### config.mk
export PLATFORM = sky130hd
export DESIGN_NAME = seq_mult_unit
export DESIGN_NICKNAME = d
export VERILOG_FILES = /design/src/rtl/seq_mult_unit.sv
export SDC_FILE = /design/constraint.sdc
export NUM_CORES = 1
export LEC_CHECK = 0
export ABC_AREA = 1
export CAP_MARGIN = 20
export CORE_AREA = 4 4 135 169
export CTS_CLUSTER_DIAMETER = 50
export CTS_CLUSTER_SIZE = 16
export DETAILED_ROUTE_END_ITERATION = 8
export DIE_AREA = 0 0 139 173
export PLACE_DENSITY = 0.55
export SETUP_SLACK_MARGIN = 0.02
export SYNTH_ARGS = -nofsm -noshare
export SYNTH_HDL_FRONTEND = slang
export SYNTH_SLANG_ARGS = --single-unit
### constraint.sdc
create_clock -name clock -period 13.1 [get_ports clock]
set_input_delay 2.62 -clock clock [delete_from_list [all_inputs] [get_ports clock]]
set_output_delay 2.62 -clock clock [all_outputs]
set_load 0.01 [all_outputs]
### src/rtl/seq_mult_unit.sv
// seq_mult_unit: iterative unsigned shift-add multiplier execution unit.
// It accepts operands from the control block, computes a 2*WIDTH-bit
// product one bit per cycle, and writes it back into the register array
// in two cycles: the high word goes to dst, the low word to dst+1 (mod 8).
// All outputs are registered, so there is no combinational path from
// start to any output.
module seq_mult_unit #(
    parameter int WIDTH      = 16,
    parameter int EARLY_EXIT = 0
) (
    input  logic                 clock,
    input  logic                 reset,
    input  logic                 start,
    input  logic [WIDTH-1:0]     op_a,
    input  logic [WIDTH-1:0]     op_b,
    input  logic [2:0]           dst_sel,
    output logic                 busy,
    output logic                 done,
    output logic                 reg_wr,
    output logic [2:0]           reg_wr_sel,
    output logic [WIDTH-1:0]     reg_wr_data,
    output logic [2*WIDTH-1:0]   product
);

    localparam int CNT_W = (WIDTH > 1) ? $clog2(WIDTH) : 1;

    typedef enum logic [1:0] {
        S_IDLE  = 2'd0,
        S_RUN   = 2'd1,
        S_WB_HI = 2'd2,
        S_WB_LO = 2'd3
    } state_t;

    state_t               state_q, state_d;
    logic [2*WIDTH-1:0]   acc_q, acc_d;
    logic [2*WIDTH-1:0]   mcand_q, mcand_d;
    logic [WIDTH-1:0]     mplier_q, mplier_d;
    logic [CNT_W-1:0]     cnt_q, cnt_d;
    logic [2:0]           dst_q, dst_d;

    logic                 busy_q, busy_d;
    logic                 done_q, done_d;
    logic                 reg_wr_q, reg_wr_d;
    logic [2:0]           reg_wr_sel_q, reg_wr_sel_d;
    logic [WIDTH-1:0]     reg_wr_data_q, reg_wr_data_d;
    logic [2*WIDTH-1:0]   product_q, product_d;

    // Result of the current RUN iteration; also feeds the high-word write
    // so the WB_HI cycle already presents the final accumulator.
    logic [2*WIDTH-1:0]   acc_sum;
    logic [WIDTH-1:0]     mplier_shr;
    logic                 last_iter;

    // Next-state and registered-output logic for the multiply sequence.
    always_comb begin
        // NOTE: every variable gets a default here so no path leaves it
        // unassigned; a missing default would infer a latch.
        state_d       = state_q;
        acc_d         = acc_q;
        mcand_d       = mcand_q;
        mplier_d      = mplier_q;
        cnt_d         = cnt_q;
        dst_d         = dst_q;
        busy_d        = busy_q;
        done_d        = 1'b0;
        reg_wr_d      = 1'b0;
        reg_wr_sel_d  = reg_wr_sel_q;
        reg_wr_data_d = reg_wr_data_q;
        product_d     = product_q;

        acc_sum    = mplier_q[0] ? (acc_q + mcand_q) : acc_q;
        mplier_shr = mplier_q >> 1;
        last_iter  = (cnt_q == CNT_W'(WIDTH - 1)) ||
                     ((EARLY_EXIT != 0) && (mplier_shr == '0));

        unique case (state_q)
            S_IDLE: begin
                if (start) begin
                    mcand_d  = {{WIDTH{1'b0}}, op_a};
                    mplier_d = op_b;
                    dst_d    = dst_sel;
                    acc_d    = '0;
                    cnt_d    = '0;
                    busy_d   = 1'b1;
                    state_d  = S_RUN;
                end
            end

            S_RUN: begin
                acc_d    = acc_sum;
                mcand_d  = mcand_q << 1;
                mplier_d = mplier_shr;
                cnt_d    = cnt_q + CNT_W'(1);
                if (last_iter) begin
                    reg_wr_d      = 1'b1;
                    reg_wr_sel_d  = dst_q;
                    reg_wr_data_d = acc_sum[2*WIDTH-1:WIDTH];
                    state_d       = S_WB_HI;
                end
            end

            S_WB_HI: begin
                // Low-word write; the 3-bit add wraps R7 onto R0.
                reg_wr_d      = 1'b1;
                reg_wr_sel_d  = dst_q + 3'd1;
                reg_wr_data_d = acc_q[WIDTH-1:0];
                done_d        = 1'b1;
                product_d     = acc_q;
                state_d       = S_WB_LO;
            end

            S_WB_LO: begin
                busy_d  = 1'b0;
                state_d = S_IDLE;
            end

            default: begin
                state_d = S_IDLE;
            end
        endcase
    end

    // State and output registers; reset aborts any multiply in flight.
    always_ff @(posedge clock or posedge reset) begin
        if (reset) begin
            state_q       <= S_IDLE;
            acc_q         <= '0;
            mcand_q       <= '0;
            mplier_q      <= '0;
            cnt_q         <= '0;
            dst_q         <= '0;
            busy_q        <= 1'b0;
            done_q        <= 1'b0;
            reg_wr_q      <= 1'b0;
            reg_wr_sel_q  <= '0;
            reg_wr_data_q <= '0;
            product_q     <= '0;
        end else begin
            // NOTE: non-blocking assignments so every register samples the
            // values from before this edge, independent of statement order.
            state_q       <= state_d;
            acc_q         <= acc_d;
            mcand_q       <= mcand_d;
            mplier_q      <= mplier_d;
            cnt_q         <= cnt_d;
            dst_q         <= dst_d;
            busy_q        <= busy_d;
            done_q        <= done_d;
            reg_wr_q      <= reg_wr_d;
            reg_wr_sel_q  <= reg_wr_sel_d;
            reg_wr_data_q <= reg_wr_data_d;
            product_q     <= product_d;
        end
    end

    assign busy        = busy_q;
    assign done        = done_q;
    assign reg_wr      = reg_wr_q;
    assign reg_wr_sel  = reg_wr_sel_q;
    assign reg_wr_data = reg_wr_data_q;
    assign product     = product_q;

endmodule

# == Word level (Yosys, flattened, before mapping) ==
# Cells that the tools add are included.
# Widths: inputs -> output; s select.
# totals
ff_bits,143
latchBits,0
ramBits,0
romBits,0
input_bits,38
out_inout_bits,54
word_cells,54
n_memories,0
# classes
addsub,3
multipliers,0
n_div,0
n_lt_le_gt_ge,0
n_eq_ne,7
n_shift,0
n_mux,21
n_bitwise,0
reduce_logical,10
# ops
op,count
$pmux 32 s2,2
$mux 32,3
$pmux 16 s2,2
$add 32x32->32,1
$mux 16,2
$reduce_and 2->1,5
$pmux 2 s4,1
$pmux 4 s2,1
$ne 2x2->1 const B,3
$pmux 3 s2,1
$reduce_bool 2->1,3
$add 4x1->4 const B,1
$eq 2x2->1 const B,2
$eq 4x4->1 const B,1
$mux 2,2
$mux 4,1
$pmux 1 s2,2
$add 3x1->3 const B,1
$mux 1,3
$mux 3,1
$reduce_and 3->1,1
$eq 2x1->1 const B,1
$logic_not 2->1,1

# == Depth between registers and ports, before layout ==
# Gate-level depths: netlist (run 1).
# logic_depth
ltp_word,4
ltp_mapped,14
ltp_nobuf,14

# == Least setup slack after synthesis (run 1) ==
# Ideal clock, no wire load.
# synth_path
path_type,in2reg
from,input port start
to,register acc_q[5]
setup_time_ps,128
arrival_time_ps,3370
t_required_ps,12972
slack_ps,9602
stages,6
path_buffers,1
cell_sequence,nand2_2 -> nor2_2 -> inv_2 -> buf_2 -> nand3_1 -> o21ai_0
# synth_between
elab_chain_cells,2
# synth_lines
item,line,rtl
start: declaration,13,"input logic start,"
$ne 2x2->1 (no line),-,
$reduce_and 3->1 (no line),-,
end signal: assignment,127,acc_q <= '0;
end signal: assignment,142,acc_q <= acc_d;
end: declaration,35,"logic [2*WIDTH-1:0] acc_q, acc_d;"
# No other way between the ends.
# A chain may end at the register's enable or synchronous reset.

# == Worst setup path after layout (run 1) ==
# layout_path
from,input port start
to,register acc_q[3]
# The elaborated chain is that of the path after synthesis.

==> results_dict.tcl, run 1 <==
set metrics [dict create \
    dp.final_hpwl_mm 19.1 \
    grt_antenna_before_repair 0 \
    crit_path_max_fanout 18 \
    wl_mm 25.3 \
    syn_inst 1156 \
    viasPerCell 4.95 \
    fmax_mhz 234 \
    ys_warn_count 0 \
    max-cap-violations 0 \
    crit_path_end_kind "flop" \
    cts_resized 0 \
    final_area_sq_um 10200 \
    ys_top_cells_by_area "dfrtp_1 (43%), nand2_1 (17%), inv_1 (6.9%)" \
    port_buffers 91 \
    synth_cell_types 35 \
    outcome "completed" \
    period_share_pct 32.7 \
    grt_pass1_vias 7472 \
    grt.overflow.total 0 \
    synth-seq-cells 143 \
    drive_gt1_share_pct 6.16 \
    cts_hold_buf 0 \
    die_area_sq_um 24000 \
    cp.arrival_ps 4590 \
    rrSetupSlack_ps 9520 \
    netlist_area_sq_um 8380 \
    power_density_nw_per_um2 279 \
    synth_nets 1232 \
    worstMarginPinSlew_ps 790 \
    leakagePower_nw 5.20 \
    synth_top_area_share_pct 42.7 \
    clock_sinks 143 \
    period_needed_ps 4280 \
    irDropWorstVdd_mv 0.135 \
    hp-class "reg2reg" \
    grt_pass1_wl_mm 40.6 \
    yosys.area.top_type "dfrtp_1" \
    start_util_pct 39.3 \
    cts_buffers 17 \
    hold_ws_ps 469 \
    io_pins 92 \
    finalWeightedCongestion 0.889 \
    synth_area_per_cell_sq_um 7.25 \
    finalNetCount 1312 \
    n_antenna_cell 0 \
    path_cells "clkdlybuf4s50_1 -> nand2_2 -> nor2_2 -> inv_2 -> a32o_1" \
    ys_seq_area_share_pct 42.7 \
    path_clk_slew_ps 70 \
    core_sq_um 21300 \
    area_growth_pct 21.3 \
    wl_per_cell_um 16.5 \
    finalSetupTns_ps 0 \
    cts_buffer_depth 2 \
    setup-violations-final 0 \
    slew_headroom_pct 47.3 \
    post-cts-setup-buffer-count 0 \
    grt_max_degree 81 \
    crit_slowest_cell "nor2_2" \
    finalClockSkew_ps 11.1 \
    vias 7565 \
    finalPower_w 0.00283 \
    dpl_cell_area_sq_um 9530 \
    drt_drc_violations_left 0 \
    drv_slew 0 \
    die_w_um 139 \
    rsz0062_at_grt "false" \
    ant_nets 0 \
    die_h_um 173 \
    hold_viol 0 \
    max_stage_delay_ps 630 \
    htree_levels 4 \
    cts_tree "built" \
    clk_root_buffer_cell "clkbuf_16" \
    clk_latency_ps 430 \
    firstDrtPassIters 5 \
    worstSetupPathType "in2reg" \
    globalRouteTotalUtil_pct 21.3 \
    start_kind "input pin" \
    drt_iter0_drc 438 \
    cp.required_ps 13410 \
    num_rows 60 \
]
power breakdown:
| part | total, W | leakage [nW] | internal (W) | switching [W] |
|---|---|---|---|---|
| clock | 0.000516 | 0.307 | 0.000292 | 0.000224 |
| sequential | 0.000792 | 1.82 | 0.000635 | 0.000157 |
| combinational | 0.00152 | 3.07 | 0.000540 | 0.000985 |
| total | 0.00283 | 5.20 | 0.00147 | 0.00137 |
cell usage in the layout, fill, tap and decap left out, types with 2 or more instances in the layout:
cell	count
a21boi_0	4
a21oi_1	59
a21oi_2	4
a22o_1	3
a22oi_1	15
a31oi_1	16
and2_1	5
buf_4	6
bufinv_16	2
clkbuf_16	17
clkdlybuf4s50_1	91
dfrtp_1	143
ha_1	37
inv_1	153
inv_2	8
inv_6	6
inv_8	7
nand2_1	390
nand2_2	5
nand3_1	79
nand3_2	11
nand4_1	4
nor2_1	81
nor2_2	7
o211ai_1	2
o21ai_0	52
o21ai_1	12
o21bai_1	3
o22ai_1	15
xnor2_1	3
worst max-delay path, delay by kind of cell:
family / cells / cell delay (ps)
simple gates: 2 / 760
compound gates: 1 / 360
buf+inv: 2 / 860
final timing paths:
kind / startpoint / to / cells past startpoint
hold / removal: product[2] / product[2] / 2
setup reg to reg: state_q[1] / reg_wr_data[11] / 7
max in group asynchronous: reset / cnt_q[2] / 4
hold reg to reg: product[2] / product[2] / 2
min in group asynchronous: reset / product[12] / 2
setup / recovery: start / acc_q[3] / 5
per-layer routing:
metal  GRT usage [%]  share of wire (%)  vias to the layer above
li1                -                  -                     3859
met1            26.3                 44                     3535
met2            37.7                 51                      138
met3            2.66                2.3                       33
met4            8.36                3.0                        0
met5               0                  0                        -
kinds of logic after synthesis:
kind of cell	after synthesis	share of synthesized area [%]
and+or+nand+nor	583	28.8
buffers and inverters	199	9.23
AOI/OAI and AO/OA	189	13.1
DFF	143	42.7
adders and majority gates	38	5.76
xor gates and xnor gates	4	0.418
cells in the mapped netlist, drive strengths merged:
cell    number
nand3       90
o21bai       3
a21oi       64
o211ai       2
and2         5
clkbuf      17
a32o         1
dfrtp      143
nor2        88
xnor2        3
o22ai       15
a21o         1
nand2      395
inv        162
a22oi       15
a31oi       16
fa           1
o21ai       65
ha          37
or2          1
xor2         1
a22o         3
a21boi       4
buf         20
nand4        4
sequential cells by signal, indices dropped and copies added (netlist names):
register,flops
acc_q,32
busy,1
cnt_q,4
done,1
dst_q,3
mcand_q,32
mplier_q,16
product,32
reg_wr,1
reg_wr_data,16
reg_wr_sel,3
state_q,2
layout make-up:
cell class	instances	area, sq um
clock buffer	17	425
clock inverter	15	188
fill	2189	11200
inverter	162	613
multi-input combinational	814	4030
sequential	143	3580
tap	279	349
timing repair buffer	98	983
metrics by stage:
| stage | setup WS [ps] | util (%) | cells |
|---|---|---|---|
| final | 8820 | 47.7 | 1528 |
| after floorplan | 6640 | - | 1156 |
| after global routing | 8690 | 47.7 | 1528 |
| after global placement | 8420 | 44.7 | 1495 |
| after CTS | 8830 | 47.6 | 1527 |
| after detailed placement | 8390 | 44.7 | 1495 |
Note: power is estimated with default switching activity, not from simulation.
==> run 2: changes to the inputs <==
==> constraint.sdc (replaced) <==
create_clock -name clock -period 4.11 [get_ports clock]
set_input_delay 0.822 -clock clock [delete_from_list [all_inputs] [get_ports clock]]
set_output_delay 0.822 -clock clock [all_outputs]
set_load 0.01 [all_outputs]
==> run 2 against run 1 <==
Sequential cell count unchanged. Non-clock buffer count is 4 higher. Critical endpoint is now mcand_q[31]. Register-to-register slack got worse by 8200 ps. Wire length fell by 0.61%. Critical path type is now reg2reg. Via count shrank 0.41%. Global-route usage about the same. Hold slack improved by 1.2 ps. Critical path depth grew 2. Largest power group unchanged. First-iteration DRC count up 14%.
==> results_dict.tcl, run 2 (synthesis gave the netlist of run 1 again) <==
set metrics [dict create \
    cts_resized 0 \
    start_kind "flop" \
    cts_hold_buf 0 \
    port_buffers 91 \
    setup-violations-final 0 \
    clock_sinks 143 \
    die_h_um 173 \
    globalRouteTotalUtil_pct 21.3 \
    crit_buf_inv 4 \
    cts_tree "built" \
    clk_latency_ps 430 \
    num_rows 60 \
    worstSetupPathType "reg2reg" \
    ant_nets 0 \
    seq_area_sq_um 3580 \
    grt_max_degree 66 \
    rr_worst_depth 7 \
    post-cts-setup-buffer-count 0 \
    leakagePower_nw 5.19 \
    cp.arrival_ps 3100 \
    dp_cells 1500 \
    die_area_sq_um 24000 \
    finalClockSkew_ps 13.6 \
    crit_path_max_fanout 20 \
    viasPerCell 4.92 \
    path_depth 7 \
    path_clk_slew_ps 70 \
    slew_headroom_pct 42.8 \
    grt_antenna_before_repair 0 \
    area_growth_pct 21.2 \
    io_pins 92 \
    wl_per_cell_um 16.4 \
    path_cells "inv_1 -> ha_1 -> buf_4 -> inv_2 -> nor2_2 -> inv_1 -> o21ai_0" \
    die_w_um 139 \
    wl_mm 25.1 \
    rsz0062_at_grt "false" \
    finalWeightedCongestion 0.943 \
    htree_levels 4 \
    cpMostUsedCell "inv_1" \
    n_fill_cell 2195 \
    grt_pass1_vias 7305 \
    rrSetupSlack_ps 1350 \
    grt.overflow.total 0 \
    hold_viol 0 \
    final_cell_mix "nand2_1 (390), inv_1 (153), dfrtp_1 (143), clkdlybuf4s50_1 (91), nor2_1 (81)" \
    grt_pass1_wl_mm 40.5 \
    start_util_pct 39.3 \
    fmax_mhz 363 \
    final_area_sq_um 10200 \
    crit_path_end_kind "flop" \
    vias 7534 \
    cp.required_ps 4450 \
    r2r_start "state_q[1]" \
    finalNetCount 1316 \
    period_needed_ps 2760 \
    crit_slowest_cell "nor2_2" \
    startpoint "state_q[1]" \
    clk_root_buffer_cell "clkbuf_16" \
    irDropWorstVdd_mv 0.466 \
    instances_no_fill 1532 \
    drive_gt1_share_pct 6.46 \
    critPathCapture "mcand_q[31]" \
    outcome "completed" \
    multi_input_area_sq_um 4030 \
    finalSetupTns_ps 0 \
    power_density_nw_per_um2 876 \
    drv_slew 0 \
    critPathTopFamily "buffers and inverters" \
    r2r_end "mcand_q[31]" \
    hp-class "reg2reg" \
    max_stage_delay_ps 730 \
    cts_buffers 17 \
    n_antenna_cell 0 \
    dp.final_hpwl_mm 18.8 \
    cts_buffer_depth 2 \
    drt_iter0_drc 500 \
    worstMarginPinSlew_ps 858 \
    dpl_cell_area_sq_um 9590 \
    drt_drc_violations_left 0 \
    core_sq_um 21300 \
    period_share_pct 67.0 \
    max-cap-violations 0 \
    final_common_cell "nand2_1" \
    firstDrtPassIters 5 \
]
-- run 2: per-layer routing --
layer	vias up	wire length (um)	track usage, %
met3	26	773	2.74
met5	-	0	0
met2	147	12600	36.9
li1	3873	-	-
met1	3488	11200	27.8
met4	0	487	6.08
-- run 2: area by class of cell --
cell class | count | share of cell area (%)
clock buffers | 19 | 4.46
well taps | 279 | 3.44
clock inverters | 13 | 1.17
inverters | 162 | 6.02
flip-flops and latches | 143 | 35.2
repair buffers | 102 | 10.0
multi-input cells | 814 | 39.7
-- run 2: worst min path at each step --
stage	startpoint	endpoint	slack [ps]	depth (start not counted)
after floorplan	mplier_q[10]	mplier_q[10]	450	2
after global placement	product[5]	product[5]	460	2
after detailed placement	product[3]	product[3]	460	2
after CTS	product[3]	product[3]	470	2
after global routing	product[4]	product[4]	490	2
final	product[3]	product[3]	470	2
-- run 2: worst register-to-register path: cells and delay by family, from the launching register on --
kind / cells / cell delay (ps)
AO/OA/AOI/OAI: 1 / 300
adder cells (fa/ha/maj): 1 / 140
buffers and inverters: 4 / 1080
flip-flops: 1 / 400
AND/OR/NAND/NOR: 1 / 740
-- run 2: through the flow --
stage | worst slack, ps | hold WS, ps | util, % | power [W]
after floorplan | 1500 | 450 | - | 0.00569
after global placement | 1150 | 455 | 45.0 | 0.00739
after detailed placement | 1110 | 458 | 45.0 | 0.00744
after CTS | 1340 | 474 | 47.7 | 0.00898
after global routing | 1140 | 493 | 47.7 | 0.00972
final | 1350 | 470 | 47.7 | 0.00890
-- run 2: where the power goes --
group          switching (W)  internal [W]
combinational        0.00314       0.00173
clock               0.000676      0.000828
sequential          0.000493       0.00203
total                0.00431       0.00459
==> run 3: changes to the inputs <==
--- a/config.mk
+++ b/config.mk
@@ -12,7 +12,7 @@
 export CTS_CLUSTER_SIZE = 16
 export DETAILED_ROUTE_END_ITERATION = 8
 export DIE_AREA = 0 0 139 173
-export PLACE_DENSITY = 0.55
+export PLACE_DENSITY = 0.58
 export SETUP_SLACK_MARGIN = 0.02
 export SYNTH_ARGS = -nofsm -noshare
 export SYNTH_HDL_FRONTEND = slang
==> constraint.sdc (replaced) <==
create_clock -name clock -period 2.3 [get_ports clock]
set_input_delay 0.46 -clock clock [delete_from_list [all_inputs] [get_ports clock]]
set_output_delay 0.46 -clock clock [all_outputs]
set_load 0.01 [all_outputs]
==> run 3 against run 2 <==
Sequential cell count stayed put. Critical path depth is 7 higher. Largest cell class unchanged. Highest routed layer unchanged. Power is 95% higher. Fmax is 26% higher. Clock power is 86% higher. Hold slack worse by 64 ps.
==> results_dict.tcl, run 3 (synthesis gave the netlist of run 1 again) <==
set metrics [dict create \
    outcome "completed" \
    globalRouteTotalUtil_pct 22.6 \
    num_rows 60 \
    setup-violations-final 0 \
    finalClockSkew_ps 12.8 \
    dp.final_hpwl_mm 20.5 \
    crit_path_max_fanout 5 \
    clk_root_buffer_cell "clkbuf_16" \
    die_w_um 139 \
    grt_max_degree 47 \
    wl_per_cell_um 17.1 \
    start_util_pct 39.3 \
    dpl_cell_area_sq_um 9960 \
    n_fill_cell 2155 \
    power_density_nw_per_um2 1620 \
    drive_gt1_share_pct 12.1 \
    cp.required_ps 2620 \
    crit_path_end_kind "flop" \
    worstSetupPathType "reg2reg" \
    grt.overflow.total 0 \
    finalNetCount 1364 \
    cts_tree "built" \
    finalWeightedCongestion 0.983 \
    vias 7896 \
    fmax_mhz 457 \
    ant_nets 0 \
    start_kind "flop" \
    cp.arrival_ps 2510 \
    die_area_sq_um 24000 \
    hold_viol 0 \
    cts_buffers 17 \
    multi_input_area_sq_um 4160 \
    grt_pass1_vias 7741 \
    worst_slack_ps 113 \
    path_clk_slew_ps 70 \
    n_antenna_cell 0 \
    io_pins 92 \
    fin_util_pct 50.3 \
    rsz0062_at_grt "true" \
    core_sq_um 21300 \
    slew_headroom_pct 58.6 \
    area_growth_pct 28.0 \
    firstDrtPassIters 5 \
    htree_levels 4 \
    post-place-ws_ps -113 \
    hold_ws_ps 406 \
    cts_hold_buf 0 \
    period_needed_ps 2190 \
    viasPerCell 5.00 \
    wl_mm 27.0 \
    drt_iter0_drc 576 \
    seq_area_sq_um 3580 \
    final_common_cell "nand2_1" \
    leakagePower_nw 5.48 \
    die_h_um 173 \
    max-cap-violations 0 \
    clk_latency_ps 430 \
    rrSetupSlack_ps 110 \
    worstMarginPinSlew_ps 620 \
    final_area_sq_um 10700 \
    clock_sinks 143 \
    final_cell_mix "nand2_1 (383), inv_1 (152), dfrtp_1 (139), clkdlybuf4s50_1 (91), nor2_1 (79)" \
    irDropWorstVdd_mv 0.704 \
    grt_pass1_wl_mm 42.9 \
    period_share_pct 95.1 \
    port_buffers 91 \
    cts_buffer_depth 2 \
    drv_slew 0 \
    grt_antenna_before_repair 0 \
    drt_drc_violations_left 0 \
    hp-class "in2async" \
]
## run 3: metal layers
metal / vias up / share of wire (%) / global-route usage [%]
li1: 3964 / - / -
met1: 3678 / 43 / 29.0
met2: 209 / 49 / 37.9
met3: 45 / 4.7 / 3.51
met4: 0 / 3.8 / 9.54
met5: - / 0 / 0
## run 3: where the power goes
| group | internal (W) | switching, W |
|---|---|---|
| Combinational | 0.00394 | 0.00615 |
| Clock | 0.00146 | 0.00133 |
| Sequential | 0.00362 | 0.000880 |
| Total | 0.00903 | 0.00836 |
## run 3: area by class of cell
cell class | count | area share (%)
clock inverters | 15 | 1.52
repair buffers | 150 | 13.4
clock buffers | 17 | 3.96
multi-input cells | 814 | 38.7
flip-flops and latches | 143 | 33.4
inverters | 162 | 5.70
well taps | 279 | 3.25
## run 3: worst max-delay path, stage by stage (launching register included)
cell     delay, ps
dfrtp_1        430
ha_4           170
inv_1           40
fa_1           370
inv_2          110
nand3_1        100
nand3_2        110
nand2_1        100
nand2_2        110
nand2_1         50
nand2_1        110
xnor2_2        120
nand2_1         80
nand3_1         90
a21oi_1         70
## run 3: final timing paths
check                                 start        endpoint  cells after the start
worst max-delay path             mcand_q[0]  reg_wr_data[0]                     14
worst min-delay path                  reset      product[0]                      2
worst max register to register   mcand_q[0]  reg_wr_data[0]                     14
worst min register to register  product[12]     product[12]                      2
max in group asynchronous             reset        cnt_q[3]                      3
min in group clock              product[12]     product[12]                      2
## run 3: metrics by stage
step           cells  TNS (ps)  total power [W]
2_1_floorplan   1156         0           0.0102
3_3_place_gp    1541      -635           0.0141
3_5_place_dp    1541      -745           0.0142
4_1_cts         1574         0           0.0171
5_1_grt         1580      -146           0.0188
6_report        1580         0           0.0174
## run 3: repair_timing
item	4_1_cts	5_1_grt
setup endpoints to repair	10	38
resized for setup	3	30
buffers inserted	1	6
hold endpoints to repair	0	0
pin swaps	0	3
